### src/rtl/mem_arb_pkg.sv
// Shared state/owner types and default tuning constants for the IF/LS memory arbiter.
package mem_arb_pkg;

    typedef enum logic [1:0] {
        IDLE,
        ISSUE,
        WAIT
    } arb_state_t;

    typedef enum logic {
        OWN_IF,
        OWN_LS
    } owner_t;

    localparam int STARVE_MAX_DEF = 4;
    localparam int TIMEOUT_DEF    = 64;

endpackage

### src/rtl/arb_prio_starve.sv
// Fixed LS-over-IF priority pick with a saturating count of LS wins taken while IF waits;
// once the count reaches STARVE_MAX the next contested pick goes to IF.
module arb_prio_starve
    import mem_arb_pkg::*;
#(
    parameter int STARVE_MAX = STARVE_MAX_DEF
) (
    input  logic clk_i,
    input  logic rst_ni,
    input  logic arb_en_i,
    input  logic if_req_i,
    input  logic ls_req_i,
    output logic if_win_o,
    output logic ls_win_o
);

    localparam int CNT_W = $clog2(STARVE_MAX + 1);

    logic [CNT_W-1:0] starve_cnt;
    logic             if_starved;

    assign if_starved = if_req_i && (starve_cnt == CNT_W'(STARVE_MAX));
    assign ls_win_o   = arb_en_i && ls_req_i && !if_starved;
    assign if_win_o   = arb_en_i && if_req_i && !ls_win_o;

    // The count only moves on an actual grant; idle cycles leave it untouched.
    always_ff @(posedge clk_i or negedge rst_ni) begin
        if (!rst_ni) begin
            starve_cnt <= '0;
        end else if (if_win_o) begin
            starve_cnt <= '0;
        end else if (ls_win_o && if_req_i && (starve_cnt != CNT_W'(STARVE_MAX))) begin
            starve_cnt <= starve_cnt + 1'b1;
        end
    end

endmodule

### src/rtl/mem_arbiter.sv
// Shares one single-port memory between instruction fetch and load/store with one
// outstanding transaction, LS priority with IF anti-starvation, and a response watchdog.
module mem_arbiter
    import mem_arb_pkg::*;
#(
    parameter int ADDR_W     = 32,
    parameter int DATA_W     = 32,
    parameter int STARVE_MAX = STARVE_MAX_DEF,
    parameter int TIMEOUT    = TIMEOUT_DEF
) (
    input  logic                clk_i,
    input  logic                rst_ni,

    input  logic                if_req_i,
    input  logic [ADDR_W-1:0]   if_addr_i,
    output logic                if_gnt_o,
    output logic                if_rvalid_o,
    output logic [DATA_W-1:0]   if_rdata_o,
    output logic                if_err_o,

    input  logic                ls_req_i,
    input  logic                ls_we_i,
    input  logic [ADDR_W-1:0]   ls_addr_i,
    input  logic [DATA_W-1:0]   ls_wdata_i,
    input  logic [DATA_W/8-1:0] ls_be_i,
    output logic                ls_gnt_o,
    output logic                ls_rvalid_o,
    output logic [DATA_W-1:0]   ls_rdata_o,
    output logic                ls_err_o,

    output logic                mem_req_o,
    output logic                mem_we_o,
    output logic [ADDR_W-1:0]   mem_addr_o,
    output logic [DATA_W-1:0]   mem_wdata_o,
    output logic [DATA_W/8-1:0] mem_be_o,
    input  logic                mem_gnt_i,
    input  logic                mem_rvalid_i,
    input  logic [DATA_W-1:0]   mem_rdata_i
);

    localparam int BE_W    = DATA_W / 8;
    localparam int TIMER_W = $clog2(TIMEOUT + 1);

    arb_state_t         state_q, state_d;
    owner_t             owner_q;
    logic [TIMER_W-1:0] timer_q;
    logic               arb_en;
    logic               if_win, ls_win;
    logic               resp_valid, resp_err;

    // Grants are suppressed while reset is held so no gnt escapes during an async reset.
    assign arb_en = (state_q == IDLE) && rst_ni;

    arb_prio_starve #(
        .STARVE_MAX (STARVE_MAX)
    ) u_prio (
        .clk_i    (clk_i),
        .rst_ni   (rst_ni),
        .arb_en_i (arb_en),
        .if_req_i (if_req_i),
        .ls_req_i (ls_req_i),
        .if_win_o (if_win),
        .ls_win_o (ls_win)
    );

    assign if_gnt_o = if_win;
    assign ls_gnt_o = ls_win;

    always_comb begin
        state_d    = state_q;
        resp_valid = 1'b0;
        resp_err   = 1'b0;
        case (state_q)
            IDLE: begin
                if (if_win || ls_win) begin
                    state_d = ISSUE;
                end
            end
            ISSUE: begin
                if (mem_gnt_i) begin
                    if (mem_rvalid_i) begin
                        resp_valid = 1'b1;
                        state_d    = IDLE;
                    end else begin
                        state_d = WAIT;
                    end
                end
            end
            WAIT: begin
                if (mem_rvalid_i) begin
                    resp_valid = 1'b1;
                    state_d    = IDLE;
                end else if (timer_q == TIMER_W'(TIMEOUT - 1)) begin
                    resp_valid = 1'b1;
                    resp_err   = 1'b1;
                    state_d    = IDLE;
                end
            end
            default: begin
                state_d = IDLE;
            end
        endcase
    end

    // The memory request fields are captured at grant so the requester is free to move on.
    always_ff @(posedge clk_i or negedge rst_ni) begin
        if (!rst_ni) begin
            state_q     <= IDLE;
            owner_q     <= OWN_IF;
            timer_q     <= '0;
            mem_req_o   <= 1'b0;
            mem_we_o    <= 1'b0;
            mem_addr_o  <= '0;
            mem_wdata_o <= '0;
            mem_be_o    <= '0;
        end else begin
            state_q <= state_d;
            case (state_q)
                IDLE: begin
                    if (ls_win) begin
                        owner_q     <= OWN_LS;
                        mem_req_o   <= 1'b1;
                        mem_we_o    <= ls_we_i;
                        mem_addr_o  <= ls_addr_i;
                        mem_wdata_o <= ls_wdata_i;
                        mem_be_o    <= ls_be_i;
                    end else if (if_win) begin
                        owner_q     <= OWN_IF;
                        mem_req_o   <= 1'b1;
                        mem_we_o    <= 1'b0;
                        mem_addr_o  <= if_addr_i;
                        mem_wdata_o <= '0;
                        mem_be_o    <= {BE_W{1'b1}};
                    end
                end
                ISSUE: begin
                    if (mem_gnt_i) begin
                        mem_req_o <= 1'b0;
                        timer_q   <= '0;
                    end
                end
                WAIT: begin
                    timer_q <= timer_q + 1'b1;
                end
                default: begin
                    timer_q <= '0;
                end
            endcase
        end
    end

    // A timed-out response carries zero data; a late rvalid in IDLE never reaches a port.
    assign if_rvalid_o = resp_valid && (owner_q == OWN_IF);
    assign ls_rvalid_o = resp_valid && (owner_q == OWN_LS);
    assign if_err_o    = resp_err && (owner_q == OWN_IF);
    assign ls_err_o    = resp_err && (owner_q == OWN_LS);
    assign if_rdata_o  = (if_rvalid_o && !resp_err) ? mem_rdata_i : '0;
    assign ls_rdata_o  = (ls_rvalid_o && !resp_err) ? mem_rdata_i : '0;

endmodule

### config.mk
export PLATFORM = sky130hd
export DESIGN_NAME = mem_arbiter
export DESIGN_NICKNAME = d
export VERILOG_FILES = /design/src/rtl/mem_arb_pkg.sv /design/src/rtl/arb_prio_starve.sv /design/src/rtl/mem_arbiter.sv
export SDC_FILE = /design/constraint.sdc
export NUM_CORES = 1
export LEC_CHECK = 0
export BUFFER_PORTS_ARGS = -buffer_cell sky130_fd_sc_hd__buf_2
export CORE_AREA = 2 2 113 115
export DETAILED_ROUTE_END_ITERATION = 7
export DIE_AREA = 0 0 115 117
export HOLD_SLACK_MARGIN = 0.1
export MAX_ROUTING_LAYER = met4
export PLACE_DENSITY = 0.74
export SLEW_MARGIN = 20
export SYNTH_ARGS = -nofsm -noshare
export SYNTH_HDL_FRONTEND = slang
export SYNTH_SLANG_ARGS = --single-unit
### constraint.sdc
create_clock -name clk_i -period 2.2 [get_ports clk_i]
set_input_delay 0.11 -clock clk_i [delete_from_list [all_inputs] [get_ports clk_i]]
set_output_delay 0.11 -clock clk_i [all_outputs]
set_load 0.02 [all_outputs]
# Yosys cells after proc, flatten, opt, wreduce, memory -nomap -nowiden
# Cells that the tools add are included.
# Widths: inputs -> output; s select.
dict set report op_classes {
  n_bitwise 2
  div 0
  eq_ne 9
  n_reduce_logical 26
  n_mux 32
  n_shift 0
  multipliers 0
  order_cmp 0
  n_addsub 2
}
# cell n
set op_table {}
lappend op_table {{$mux 32} 6}
lappend op_table {{$pmux 7 s3} 1}
lappend op_table {{$logic_and 1x1->1} 14}
lappend op_table {{$mux 1} 12}
lappend op_table {{$mux 2} 5}
lappend op_table {{$ne 3x3->1 const B} 3}
lappend op_table {{$mux 4} 2}
lappend op_table {{$add 7x1->7 const B} 1}
lappend op_table {{$eq 7x6->1 const B} 1}
lappend op_table {{$mux 7} 1}
lappend op_table {{$mux 3} 2}
lappend op_table {{$pmux 2 s3} 1}
lappend op_table {{$reduce_and 3->1} 2}
lappend op_table {{$reduce_bool 2->1} 3}
lappend op_table {{$pmux 1 s2} 2}
lappend op_table {{$reduce_and 2->1} 2}
lappend op_table {{$add 3x1->3 const B} 1}
lappend op_table {{$eq 3x3->1 const B} 1}
lappend op_table {{$logic_not 1->1} 3}
lappend op_table {{$eq 2x1->1 const B} 1}
lappend op_table {{$eq 2x2->1 const B} 1}
lappend op_table {{$logic_not 2->1} 1}
lappend op_table {{$ne 2x1->1 const B} 1}
lappend op_table {{$ne 2x2->1 const B} 1}
lappend op_table {{other kinds (2)} 3}
dict set report totals {
  latch_bits 0
  word_cells 80
  rom_bits 0
  ram_bits 0
  output_inout_bits 140
  in_bits 139
  n_memories 0
  reg_bits 83
}

# Longest topological paths before layout
dict set report depth {
  depth_word 9
  ltp_mapped 9
  depth_no_buf 6
}

# Modules after synthesis
# A second synthesis with hierarchy kept.
dict set report hier_totals {
  cells_unflattened 475
  hier_area_um2 4255.3
}
# mod cells_each area_per_inst_um2 instances seq_area_each_um2
set modules_own_cells {}
lappend modules_own_cells {mem_arbiter 453 4040.1 1 2001.9}
lappend modules_own_cells {arb_prio_starve 22 215.2 1 75.1}

# Worst setup path after synthesis
# No wires, ideal clock.
dict set report synth_path {
  kind {flip-flop to output port}
  start {reg state_q[0]}
  end {out if_err_o}
  stages_incl_launch_ff 6
  required_time_ns 2.090
  slack_ns 0.491
  path_buffers 1
  arrival_time_ns 1.599
  path_cell_list {dfrtp_1 > inv_1 > ha_1 > clkbuf_1 > nand2b_1 > nor4_1}
}
dict set report synth_via {
  elab_chain_len 3
}
# element line_no
set synth_lines {}
lappend synth_lines {{start: declaration} mem_arbiter.sv:44} ;# arb_state_t state_q, state_d;
lappend synth_lines {{start signal: assignment} mem_arbiter.sv:117} ;# state_q <= state_d;
lappend synth_lines {{$eq 2x2->1} mem_arbiter.sv:73} ;# case (state_q)
lappend synth_lines {{$mux 1} mem_arbiter.sv:73}
lappend synth_lines {{$logic_and 1x1->1} mem_arbiter.sv:155} ;# assign if_err_o = resp_err && (owner_q == OWN_IF);
lappend synth_lines {{end: declaration} mem_arbiter.sv:19} ;# output logic if_err_o,
# Every way passes these cells.

# Worst setup path in the final report
dict set report layout_path {
  start {reg state_q[0]}
  end {out ls_gnt_o}
}
dict set report layout_via {
  elab_chain_len 4
}
# element line_no
set layout_lines {}
lappend layout_lines {{$logic_not 2->1} mem_arbiter.sv:52} ;# assign arb_en = (state_q == IDLE) && rst_ni;
lappend layout_lines {{$logic_and 1x1->1} mem_arbiter.sv:52}
lappend layout_lines {{$logic_and 1x1->1 (2 in series)} arb_prio_starve.sv:23} ;# assign ls_win_o = arb_en_i && ls_req_i && !if_starved;
lappend layout_lines {{end: declaration} mem_arbiter.sv:26} ;# output logic ls_gnt_o,
# Every way passes these cells.

==> flow_summary.json <==
{
  "synth_fp_nets": 602,
  "fillerInstances": 1022,
  "firstDrtPassIters": 7,
  "syn_to_final_growth_pct": 73.1,
  "setup_viol": 0,
  "final.setup.tns_ns": 0,
  "pin_count": 279,
  "viasPerCell": 4.86,
  "dp.cells": 862,
  "worstPathRequired_ns": 2.09,
  "ys_seq_area_frac": 0.497,
  "synth-main-ff-cell": "dfrtp_1",
  "post-route-util": 0.588,
  "synth_edf_count": 0,
  "rsz0062_at_grt": "no",
  "dpl_cell_area_sq_um": 5710,
  "path_class": "reg -> out",
  "p_leak_uw": 0.00391,
  "grt_max_degree": 82,
  "drive_above_1_share": 0.384,
  "hold_path.class": "in -> reg",
  "powerDensity_nw_per_um2": 1080,
  "min_period_over_period": 0.938,
  "track_usage": 0.220,
  "globalplace.congestion": 0.778,
  "seq_area_sq_um": 2080,
  "grt_overflow": 0,
  "multi_input_area_sq_um": 1870,
  "avgSynthCellArea_sq_um": 9.17,
  "finalHoldViolCount": 0,
  "cap_viol_max_count": 0,
  "cts.path.max_buffers": 2,
  "postRouteAntennaNets": 0,
  "maxSlewViolCount": 0,
  "routed_wl_um": 16100,
  "worst_pin_slew_ns": 0.804,
  "irDropWorstVdd_v": 0.000684,
  "rows": 41,
  "finalNonFillerCells": 990,
  "port_buffers": 278,
  "synth_cell_types": 39,
  "worst_ep_arrival_time_ns": 1.95,
  "dieArea_sq_um": 13500,
  "crit_fanout": 21,
  "synth_seq_cells": 83,
  "fin_nets": 979,
  "relSlewSlack": 0.464,
  "end_kind": "output port",
  "antenna_found_initial": 1,
  "start_kind": "register",
  "grt_pass1_vias": 4440,
  "async_flop_share": 1.00,
  "synth_area_sq_um": 4180,
  "fin_worst_skew_ns": 0.00819,
  "clk_latency_ns": 0.34,
  "synthCells": 456,
  "vias": 4814,
  "fmax_ghz": 0.485,
  "cts_htree_levels": 3,
  "outcome": "completed",
  "drc_errors": 0,
  "placeableCoreArea_sq_um": 12300,
  "grt_first_pass_wirelength_um": 22000,
  "cts_num_sinks": 83,
  "drtIter0Drc": 320,
  "fin_ws_ns": 0.137,
  "hpwl_um": 9440,
  "ys_warn_count": 0,
  "start_util": 0.340,
  "wl_per_cell_um": 16.2,
  "clk_pin_slew_ns": 0.06,
  "cts_buffers": 9,
  "place_ws_ns": 0.307,
  "die_w_um": 115,
  "fin_area_sq_um": 7240,
  "cts_tree": "yes",
  "root_buffer": "clkbuf_16",
  "die_height_um": 117,
  "fin_crit_ns": 2.06
}
[synthesized netlist by cell type (3+ instances only)]
cell type  number  share of area
a222oi_1       20          0.048
and2_1         68           0.10
nand3_1         7         0.0084
inv_1          26          0.023
dfrtp_1        83           0.50
clkbuf_1        8         0.0072
o21ai_0        60          0.072
nor3_1          3         0.0036
nor2_1         13          0.012
nand2_1        94          0.084
clkbuf_2        8         0.0096
buf_2           8         0.0096
mux2i_1        13          0.031
buf_6           3         0.0081
buf_4           5         0.0090
ha_1            7          0.021
nand2b_1        3         0.0045
[worst paths after layout]
kind	startpoint	to	slack [ns]	cells after the start
min in group asynchronous	rst_ni	timer_q[5]	0.24	2
setup / recovery	state_q[0]	ls_gnt_o	0.14	6
hold reg to reg	mem_addr_o[24]	mem_addr_o[24]	0.49	2
hold / removal	mem_gnt_i	state_q[1]	0.14	3
setup reg to reg	state_q[0]	mem_addr_o[10]	0.26	6
max in group asynchronous	rst_ni	mem_we_o	0.84	3
[worst max-delay path, stage by stage, from the launching register on]
cell and delay (ns):
dfrtp_1 0.39, inv_1 0.12, ha_2 0.28, nand3_2 0.11, a31oi_4 0.31, buf_12 0.21
buf_2 0.18
[per-layer routing]
| layer | part of all wire | global-route usage | up-vias |
|---|---|---|---|
| met2 | 0.52 | 0.392 | 256 |
| met3 | 0.071 | 0.0417 | 36 |
| met5 | 0 | - | - |
| li1 | - | - | 2290 |
| met4 | 0.026 | 0.0988 | 0 |
| met1 | 0.39 | 0.238 | 2232 |
[where the power goes]
| part | switching (uW) | total [uW] | internal (uW) |
|---|---|---|---|
| combinational | 2180 | 3550 | 1370 |
| clock | 632 | 1750 | 1120 |
| sequential | 361 | 2490 | 2130 |
[through the flow]
| stage | power [uW] | hold slack (ns) |
|---|---|---|
| 2_1_floorplan | 4530 | -0.186 |
| 3_3_place_gp | 5630 | 0.0324 |
| 3_5_place_dp | 5700 | 0.0353 |
| 4_1_cts | 7630 | 0.132 |
| 5_1_grt | 8270 | 0.175 |
| 6_report | 7790 | 0.144 |
[registers in the layout (all words and copies together), names as in the netlist]
register and cells:
mem_we_o 1, mem_be_o 4, state_q 2, mem_wdata_o 32
mem_addr_o 32, u_prio.starve_cnt 3, mem_req_o 1, owner_q 1
timer_q 7
[layout make-up]
class	instances	area share
Tap cell	150	0.0259
Multi-Input combinational cell	315	0.259
Inverter	26	0.0135
Clock buffer	11	0.0321
Sequential cell	83	0.287
Clock inverter	5	0.0152
Antenna cell	2	0.000691
Timing Repair Buffer	398	0.367
[cells in the final DEF, fill, tap and decap left out, drive strengths merged, types with 8 or more instances in the layout]
master,instances
a222oi,20
mux2i,13
nand3,8
buf,291
nor2,13
inv,27
o21ai,62
and2,68
dlygate4sd3,104
dfrtp,83
nand2,94
clkbuf,14
[logic make-up after synthesis]
group	synth area share
buffers and inverters	0.0667
DFF	0.497
muxes	0.0338
adders and majority gates	0.0209
and+or+nand+nor	0.234
AOI/OAI and AO/OA	0.148
[what timing repair did]
| action | in CTS | in global routing |
|---|---|---|
| endpoints found under the setup margin | 1 | 65 |
| cloned | 0 | 6 |
| resized for setup | 1 | 17 |
| pin swaps | 0 | 2 |
| buffers inserted | 0 | 0 |
| hold endpoints to repair | 90 | 0 |
| hold buffers | 104 | 0 |
No activity file was read; power rests on OpenSTA's default activity.
